**config.mk**
```make
export PLATFORM = sky130hd
export DESIGN_NAME = sobel_accel_pipe_flat
export DESIGN_NICKNAME = d
export VERILOG_FILES = /design/src/rtl/sobel_accel_pipe_if.sv /design/src/rtl/sobel_accel_pipe.sv /design/src/flat_wrapper.sv
export SDC_FILE = /design/constraint.sdc
export NUM_CORES = 2
export LEC_CHECK = 0
export ABC_AREA = 1
export BUFFER_PORTS_ARGS = -buffer_cell sky130_fd_sc_hd__buf_2
export CORE_MARGIN = 1.5
export CORE_UTILIZATION = 55
export DETAILED_ROUTE_END_ITERATION = 6
export PLACE_DENSITY_LB_ADDON = 0.2
export SYNTH_ARGS = -nofsm -noshare
export SYNTH_HDL_FRONTEND = slang
export SYNTH_SLANG_ARGS = --single-unit
```
**constraint.sdc**
```tcl
create_clock -name clk -period 5.31 [get_ports clk]
set_clock_uncertainty 0.2 [all_clocks]
set_input_delay 1.062 -clock clk [delete_from_list [all_inputs] [get_ports clk]]
set_output_delay 1.062 -clock clk [all_outputs]
set_load 0.05 [all_outputs]
```
**src/rtl/sobel_accel_pipe_if.sv**
```systemverilog
// rtl/sobel_accel_pipe_if.sv - valid/ready input and output bundle of the pipelined Sobel accelerator
interface sobel_accel_pipe_if #(
    parameter int NUM_CORES = 8,
    parameter int PIX_W     = 8
);
    logic                              in_valid;
    logic                              in_ready;
    logic [(NUM_CORES+2)*PIX_W-1:0]    in_row1;
    logic [(NUM_CORES+2)*PIX_W-1:0]    in_row2;
    logic [(NUM_CORES+2)*PIX_W-1:0]    in_row3;
    logic [1:0]                        in_mode;
    logic [PIX_W-1:0]                  in_thresh;
    logic                              out_valid;
    logic                              out_ready;
    logic [NUM_CORES*PIX_W-1:0]        out_data;

    // Source of input beats and sink of results (row-register block / write path side)
    modport master (
        output in_valid, in_row1, in_row2, in_row3, in_mode, in_thresh, out_ready,
        input  in_ready, out_valid, out_data
    );

    // The accelerator itself
    modport slave (
        input  in_valid, in_row1, in_row2, in_row3, in_mode, in_thresh, out_ready,
        output in_ready, out_valid, out_data
    );
endinterface

```
**src/rtl/sobel_accel_pipe.sv**
```systemverilog
// rtl/sobel_accel_pipe.sv - two-stage pipelined NUM_CORES-wide Sobel engine with sum/max/threshold modes
module sobel_accel_pipe #(
    parameter int NUM_CORES = 8,
    parameter int PIX_W     = 8
) (
    input  logic                clk,
    input  logic                rst_n,
    sobel_accel_pipe_if.slave   bus,
    output logic [31:0]         beat_count
);
    localparam int ROW_W = (NUM_CORES + 2) * PIX_W;
    // Signed working width: 4*(2^PIX_W-1) plus sign fits in PIX_W+4 bits
    localparam int SW    = PIX_W + 4;
    localparam logic [PIX_W-1:0] MAX = '1;

    // Zero-extend pixel k of a row into the signed working width
    function automatic logic signed [SW-1:0] px(input logic [ROW_W-1:0] row, input int k);
        return $signed({{(SW-PIX_W){1'b0}}, row[k*PIX_W +: PIX_W]});
    endfunction

    // |v| clipped to the pixel range
    function automatic logic [PIX_W-1:0] abs_sat(input logic signed [SW-1:0] v);
        logic [SW-1:0] m;
        m = (v < 0) ? $unsigned(-v) : $unsigned(v);
        return (m > {{(SW-PIX_W){1'b0}}, MAX}) ? MAX : m[PIX_W-1:0];
    endfunction

    // Horizontal-edge gradient: top row minus bottom row, [1 2 1] weighted
    function automatic logic signed [SW-1:0] grad_x(input logic [ROW_W-1:0] r1,
                                                    input logic [ROW_W-1:0] r3, input int c);
        return (px(r1, c+2) + (px(r1, c+1) <<< 1) + px(r1, c))
             - (px(r3, c+2) + (px(r3, c+1) <<< 1) + px(r3, c));
    endfunction

    // Vertical-edge gradient: right column minus left column, [1 2 1] weighted
    function automatic logic signed [SW-1:0] grad_y(input logic [ROW_W-1:0] r1,
                                                    input logic [ROW_W-1:0] r2,
                                                    input logic [ROW_W-1:0] r3, input int c);
        return (px(r1, c+2) + (px(r2, c+2) <<< 1) + px(r3, c+2))
             - (px(r1, c)   + (px(r2, c)   <<< 1) + px(r3, c));
    endfunction

    logic                                s1_en;
    logic                                s2_en;

    logic                                s1_valid_q;
    logic [NUM_CORES-1:0][PIX_W-1:0]     gxs_d;
    logic [NUM_CORES-1:0][PIX_W-1:0]     gys_d;
    logic [NUM_CORES-1:0][PIX_W-1:0]     gxs_q;
    logic [NUM_CORES-1:0][PIX_W-1:0]     gys_q;
    logic [1:0]                          mode_q;
    logic [PIX_W-1:0]                    thresh_q;

    logic                                out_valid_q;
    logic [NUM_CORES*PIX_W-1:0]          out_data_d;
    logic [NUM_CORES*PIX_W-1:0]          out_data_q;

    logic [31:0]                         beat_count_d;
    logic [31:0]                         beat_count_q;

    // A stage may load when it is empty or its contents move on this cycle
    assign s2_en        = !out_valid_q || bus.out_ready;
    assign s1_en        = !s1_valid_q || s2_en;
    assign bus.in_ready = s1_en;
    assign bus.out_valid = out_valid_q;
    assign bus.out_data  = out_data_q;
    assign beat_count    = beat_count_q;

    // Stage 1 datapath: saturated gradient magnitudes for every core
    always_comb begin
        gxs_d = '0;
        gys_d = '0;
        for (int c = 0; c < NUM_CORES; c++) begin
            gxs_d[c] = abs_sat(grad_x(bus.in_row1, bus.in_row3, c));
            gys_d[c] = abs_sat(grad_y(bus.in_row1, bus.in_row2, bus.in_row3, c));
        end
    end

    // Stage 1 register: magnitudes plus the mode/threshold that travel with this beat
    always_ff @(posedge clk or negedge rst_n) begin
        if (!rst_n) begin
            s1_valid_q <= 1'b0;
            gxs_q      <= '0;
            gys_q      <= '0;
            mode_q     <= '0;
            thresh_q   <= '0;
        end else if (s1_en) begin
            s1_valid_q <= bus.in_valid;
            gxs_q      <= gxs_d;
            gys_q      <= gys_d;
            mode_q     <= bus.in_mode;
            thresh_q   <= bus.in_thresh;
        end
    end

    // Stage 2 datapath: combine magnitudes according to the beat's mode (3 falls back to sum)
    always_comb begin
        out_data_d = '0;
        for (int c = 0; c < NUM_CORES; c++) begin
            logic [PIX_W:0]   sum;
            logic [PIX_W-1:0] sat_sum;
            logic [PIX_W-1:0] lane;
            sum     = {1'b0, gxs_q[c]} + {1'b0, gys_q[c]};
            sat_sum = sum[PIX_W] ? MAX : sum[PIX_W-1:0];
            case (mode_q)
                2'd1:    lane = (gxs_q[c] > gys_q[c]) ? gxs_q[c] : gys_q[c];
                2'd2:    lane = (sat_sum >= thresh_q) ? MAX : '0;
                default: lane = sat_sum;
            endcase
            out_data_d[c*PIX_W +: PIX_W] = lane;
        end
    end

    // Stage 2 register: holds the result steady while downstream stalls
    always_ff @(posedge clk or negedge rst_n) begin
        if (!rst_n) begin
            out_valid_q <= 1'b0;
            out_data_q  <= '0;
        end else if (s2_en) begin
            out_valid_q <= s1_valid_q;
            out_data_q  <= out_data_d;
        end
    end

    // Completed output handshakes, wrapping naturally at 2^32
    always_comb begin
        beat_count_d = beat_count_q;
        if (out_valid_q && bus.out_ready) begin
            beat_count_d = beat_count_q + 32'd1;
        end
    end

    // Output beat counter register
    always_ff @(posedge clk or negedge rst_n) begin
        if (!rst_n) begin
            beat_count_q <= '0;
        end else begin
            beat_count_q <= beat_count_d;
        end
    end
endmodule

```
**src/flat_wrapper.sv**
```systemverilog
// flat-port wrapper written by rule: the top's interface ports become plain ports
module sobel_accel_pipe_flat 
#(
    parameter int NUM_CORES = 8,
    parameter int PIX_W     = 8
)
  (clk, rst_n, beat_count, bus_in_valid, bus_in_row1, bus_in_row2, bus_in_row3, bus_in_mode, bus_in_thresh, bus_out_ready, bus_in_ready, bus_out_valid, bus_out_data);
  sobel_accel_pipe_if #(.NUM_CORES(NUM_CORES), .PIX_W(PIX_W)) bus_i ();
  input  logic clk;
  input  logic rst_n;
  output logic [31:0] beat_count;
  input wire logic [$bits(bus_i.in_valid)-1:0] bus_in_valid;
  input wire logic [$bits(bus_i.in_row1)-1:0] bus_in_row1;
  input wire logic [$bits(bus_i.in_row2)-1:0] bus_in_row2;
  input wire logic [$bits(bus_i.in_row3)-1:0] bus_in_row3;
  input wire logic [$bits(bus_i.in_mode)-1:0] bus_in_mode;
  input wire logic [$bits(bus_i.in_thresh)-1:0] bus_in_thresh;
  input wire logic [$bits(bus_i.out_ready)-1:0] bus_out_ready;
  output wire logic [$bits(bus_i.in_ready)-1:0] bus_in_ready;
  output wire logic [$bits(bus_i.out_valid)-1:0] bus_out_valid;
  output wire logic [$bits(bus_i.out_data)-1:0] bus_out_data;
  assign bus_i.in_valid = bus_in_valid;
  assign bus_i.in_row1 = bus_in_row1;
  assign bus_i.in_row2 = bus_in_row2;
  assign bus_i.in_row3 = bus_in_row3;
  assign bus_i.in_mode = bus_in_mode;
  assign bus_i.in_thresh = bus_in_thresh;
  assign bus_i.out_ready = bus_out_ready;
  assign bus_in_ready = bus_i.in_ready;
  assign bus_out_valid = bus_i.out_valid;
  assign bus_out_data = bus_i.out_data;
  sobel_accel_pipe #(.NUM_CORES(NUM_CORES), .PIX_W(PIX_W)) u_core (.clk(clk), .rst_n(rst_n), .bus(bus_i), .beat_count(beat_count));
endmodule
```
==> out/metrics.csv <==
metric,value,unit
Leakage,31.3,nW
violated checks,design-rule violations,
Max clock buf depth,3,
routed via count,46600,
vias in the first global route,42800,
area delta synth->final,21.5,%
routed len/inst,15.9,um
Sink Count,236,
All-Layer GR Usage,0.330,
Syn Area/Cell,6.54,um^2
outcome,"complete, but fails checks",
final worst slack,0.221,ns
antenna-violating nets left,0,
Root Buffer,clkbuf_16,
core footprint,79400,um^2
clk slew on worst S/H paths,0.06,ns
Post-synth EDFFs,0,
Final Critical Period,5.09,ns
crit share post-route,0.958,
Post-Route WL,140000,um
Hold Slack,0.272,ns
Post-Layout Cell Count,8834,
most frequent cells in the layout,"nand2_1, inv_1, buf_4, ha_1, nand3_1",
Most used DFF post-synth,dfrtp_1,
CP Launch Type,input port,
Initial Utilization,0.559,
count of pins over their slew limit,0,
Place WS,-0.636,ns
Buffers & Inverters on Critical Path,7,
CP Data Arrival Time,5.36,ns
largest net degree at the start of global routing,140,
final net count,8885,
Synth Register Bits,236,
CP max stage delay,0.52,ns
hpwl dp,119000,um
PortBufs,351,
Worst-Skew Late Latency,0.57,ns
Via density,5.27,
Setup-failing EPs final,0,
DIE AREA,82400,um^2
row count,103,
H-tree lvl count,1,
crit path kind,input port to flop,
CP max-delay cell,fa_1,
I/O pin cnt,352,
Cell Pwr Density,647,nW/um^2
CTS tree,yes,
yosys warns,0,
Final Wtd Congestion,0.998,
"IR drop worst, VDD",0.000332,V
CTS buffer count,25,
Inst Count DP,8783,
CP top delay family,adder cells,
Syn Std Cell Area,44400,um^2
post-synthesis sequential area ratio,0.133,
drt drc,1,
Hold Path Class,flop to flop,
final core occ,0.679,
Worst slew margin,0.356,
Max Fanout on Critical Path,6,
max-cap viol count,0,
antenna violations before repair,0,
post-synth cell types,52,
Overflow after GRT,0,
Worst Path Required,5.58,ns
final hold vios,0,
Least-Margin Pin Slew,0.965,ns
first-pass GRT wire length,220000,um
fmax,197,MHz
synthesized netlist cell count,6784,
1st-pass router iterations,7,
total power,34.9,mW
die width,287,um
fraction of layout cells with a size suffix above 1,0.166,
"Async S/R FF share, synth",1.00,
"commonest non-fill, non-tap cell in the layout",nand2_1,
syn_nets,7901,
crit end category,flop,
die span in y,287,um
Iteration-0 DRC Markers,3483,
ant diodes,0,
-- per-stage QoR --
| step | area (um^2) | setup TNS, ns |
|---|---|---|
| final | 53900 | 0 |
| after detailed placement | 52300 | -48.90 |
| after CTS | 53100 | 0 |
| after global routing | 53900 | -1.31 |
| after floorplan | 44400 | 0 |
| after global placement | 52300 | -37.21 |
-- cells in the mapped netlist (all sizes together), types with 2 or more instances --
cell type | number | area (um^2)
nand2 | 1813 | 6870
nor2 | 377 | 1480
nand3 | 563 | 2820
buf | 36 | 181
ha | 659 | 8250
a221oi | 8 | 70.1
xor2 | 208 | 1820
fa | 204 | 4080
o211ai | 69 | 518
and2 | 11 | 68.8
or2 | 42 | 263
nor4 | 6 | 52.6
a21boi | 5 | 37.5
o21a | 8 | 60.1
o211a | 8 | 80.1
o2111ai | 10 | 87.6
nor3 | 42 | 243
nor3b | 8 | 60.1
and3 | 2 | 12.5
nand4 | 117 | 732
clkbuf | 53 | 199
nand3b | 19 | 143
o21ai | 216 | 1080
a21oi | 484 | 2520
inv | 1400 | 5260
dfrtp | 236 | 5910
xnor2 | 109 | 955
a21o | 2 | 15.0
a31oi | 8 | 50.1
o311ai | 6 | 52.6
o21bai | 52 | 394
-- routing by layer --
| layer | vias up | track usage | share of wire |
|---|---|---|---|
| met5 | - | 0 | 0 |
| met1 | 21200 | 0.486 | 0.47 |
| met2 | 1589 | 0.497 | 0.42 |
| met3 | 236 | 0.0499 | 0.083 |
| li1 | 23500 | - | - |
| met4 | 0 | 0.0914 | 0.030 |
-- final timing paths --
check                      cells past startpoint  slack, ns                      end                     from
max reg2reg                                   18       1.70  u_core.bus.out_data[15]          u_core.gys_q[8]
min reg2reg                                    2       0.27  u_core.bus.out_data[27]  u_core.bus.out_data[27]
min                                            2       0.27  u_core.bus.out_data[27]  u_core.bus.out_data[27]
max                                           25       0.22         u_core.gxs_q[52]          bus_in_row3[58]
max in group asynchronous                      2       3.56         u_core.gxs_q[24]                    rst_n
min in group asynchronous                      1       0.31   u_core.bus.out_data[6]                    rst_n
-- what timing repair did --
item / CTS / global route
resized for setup: 2 / 176
hold buffers: 0 / 0
setup endpoints to repair: 6 / 128
pin swaps: 0 / 57
gates cloned: 0 / 0
setup buffers: 0 / 8
-- layout make-up --
type                            count  area, um^2
Sequential cell                   236        5910
Inverter                         1400        5260
Clock inverter                     11         119
Clock buffer                       32         692
Multi-Input combinational cell   5059       33500
Timing Repair Buffer             1046        7080
Fill cell                        7230       25500
Tap cell                         1050        1310
-- registers in the layout, summed over array words and instances, names as in the netlist --
register,count
u_core.gys_q,64
u_core.beat_count,32
u_core.bus.out_valid,1
u_core.s1_valid_q,1
u_core.thresh_q,8
u_core.gxs_q,64
u_core.bus.out_data,64
u_core.mode_q,2
-- logic make-up (layout without fill, tap and decap cells) --
group / count (synthesis) / count (layout) / synth area share
adders and majority gates: 863 / 863 / 0.278
AOI/OAI and AO/OA: 877 / 877 / 0.112
DFF: 236 / 236 / 0.133
and+or+nand+nor: 3001 / 3001 / 0.287
buffers and inverters: 1489 / 2489 / 0.127
xor gates and xnor gates: 317 / 317 / 0.0626
muxes: 1 / 1 / 0.000254
-- report_power, final --
part	switching, mW	internal, mW	leakage, nW
logic	18.1	12.1	28.4
registers	0.427	2.38	2.53
clock network	0.791	1.02	0.402
-- tightest hold or removal path, cell delays in order (launching register included) --
cell     delay, ns
dfrtp_1       0.34
nand2_1       0.05
nand2_1       0.05
No activity file was read; power rests on OpenSTA's default activity.
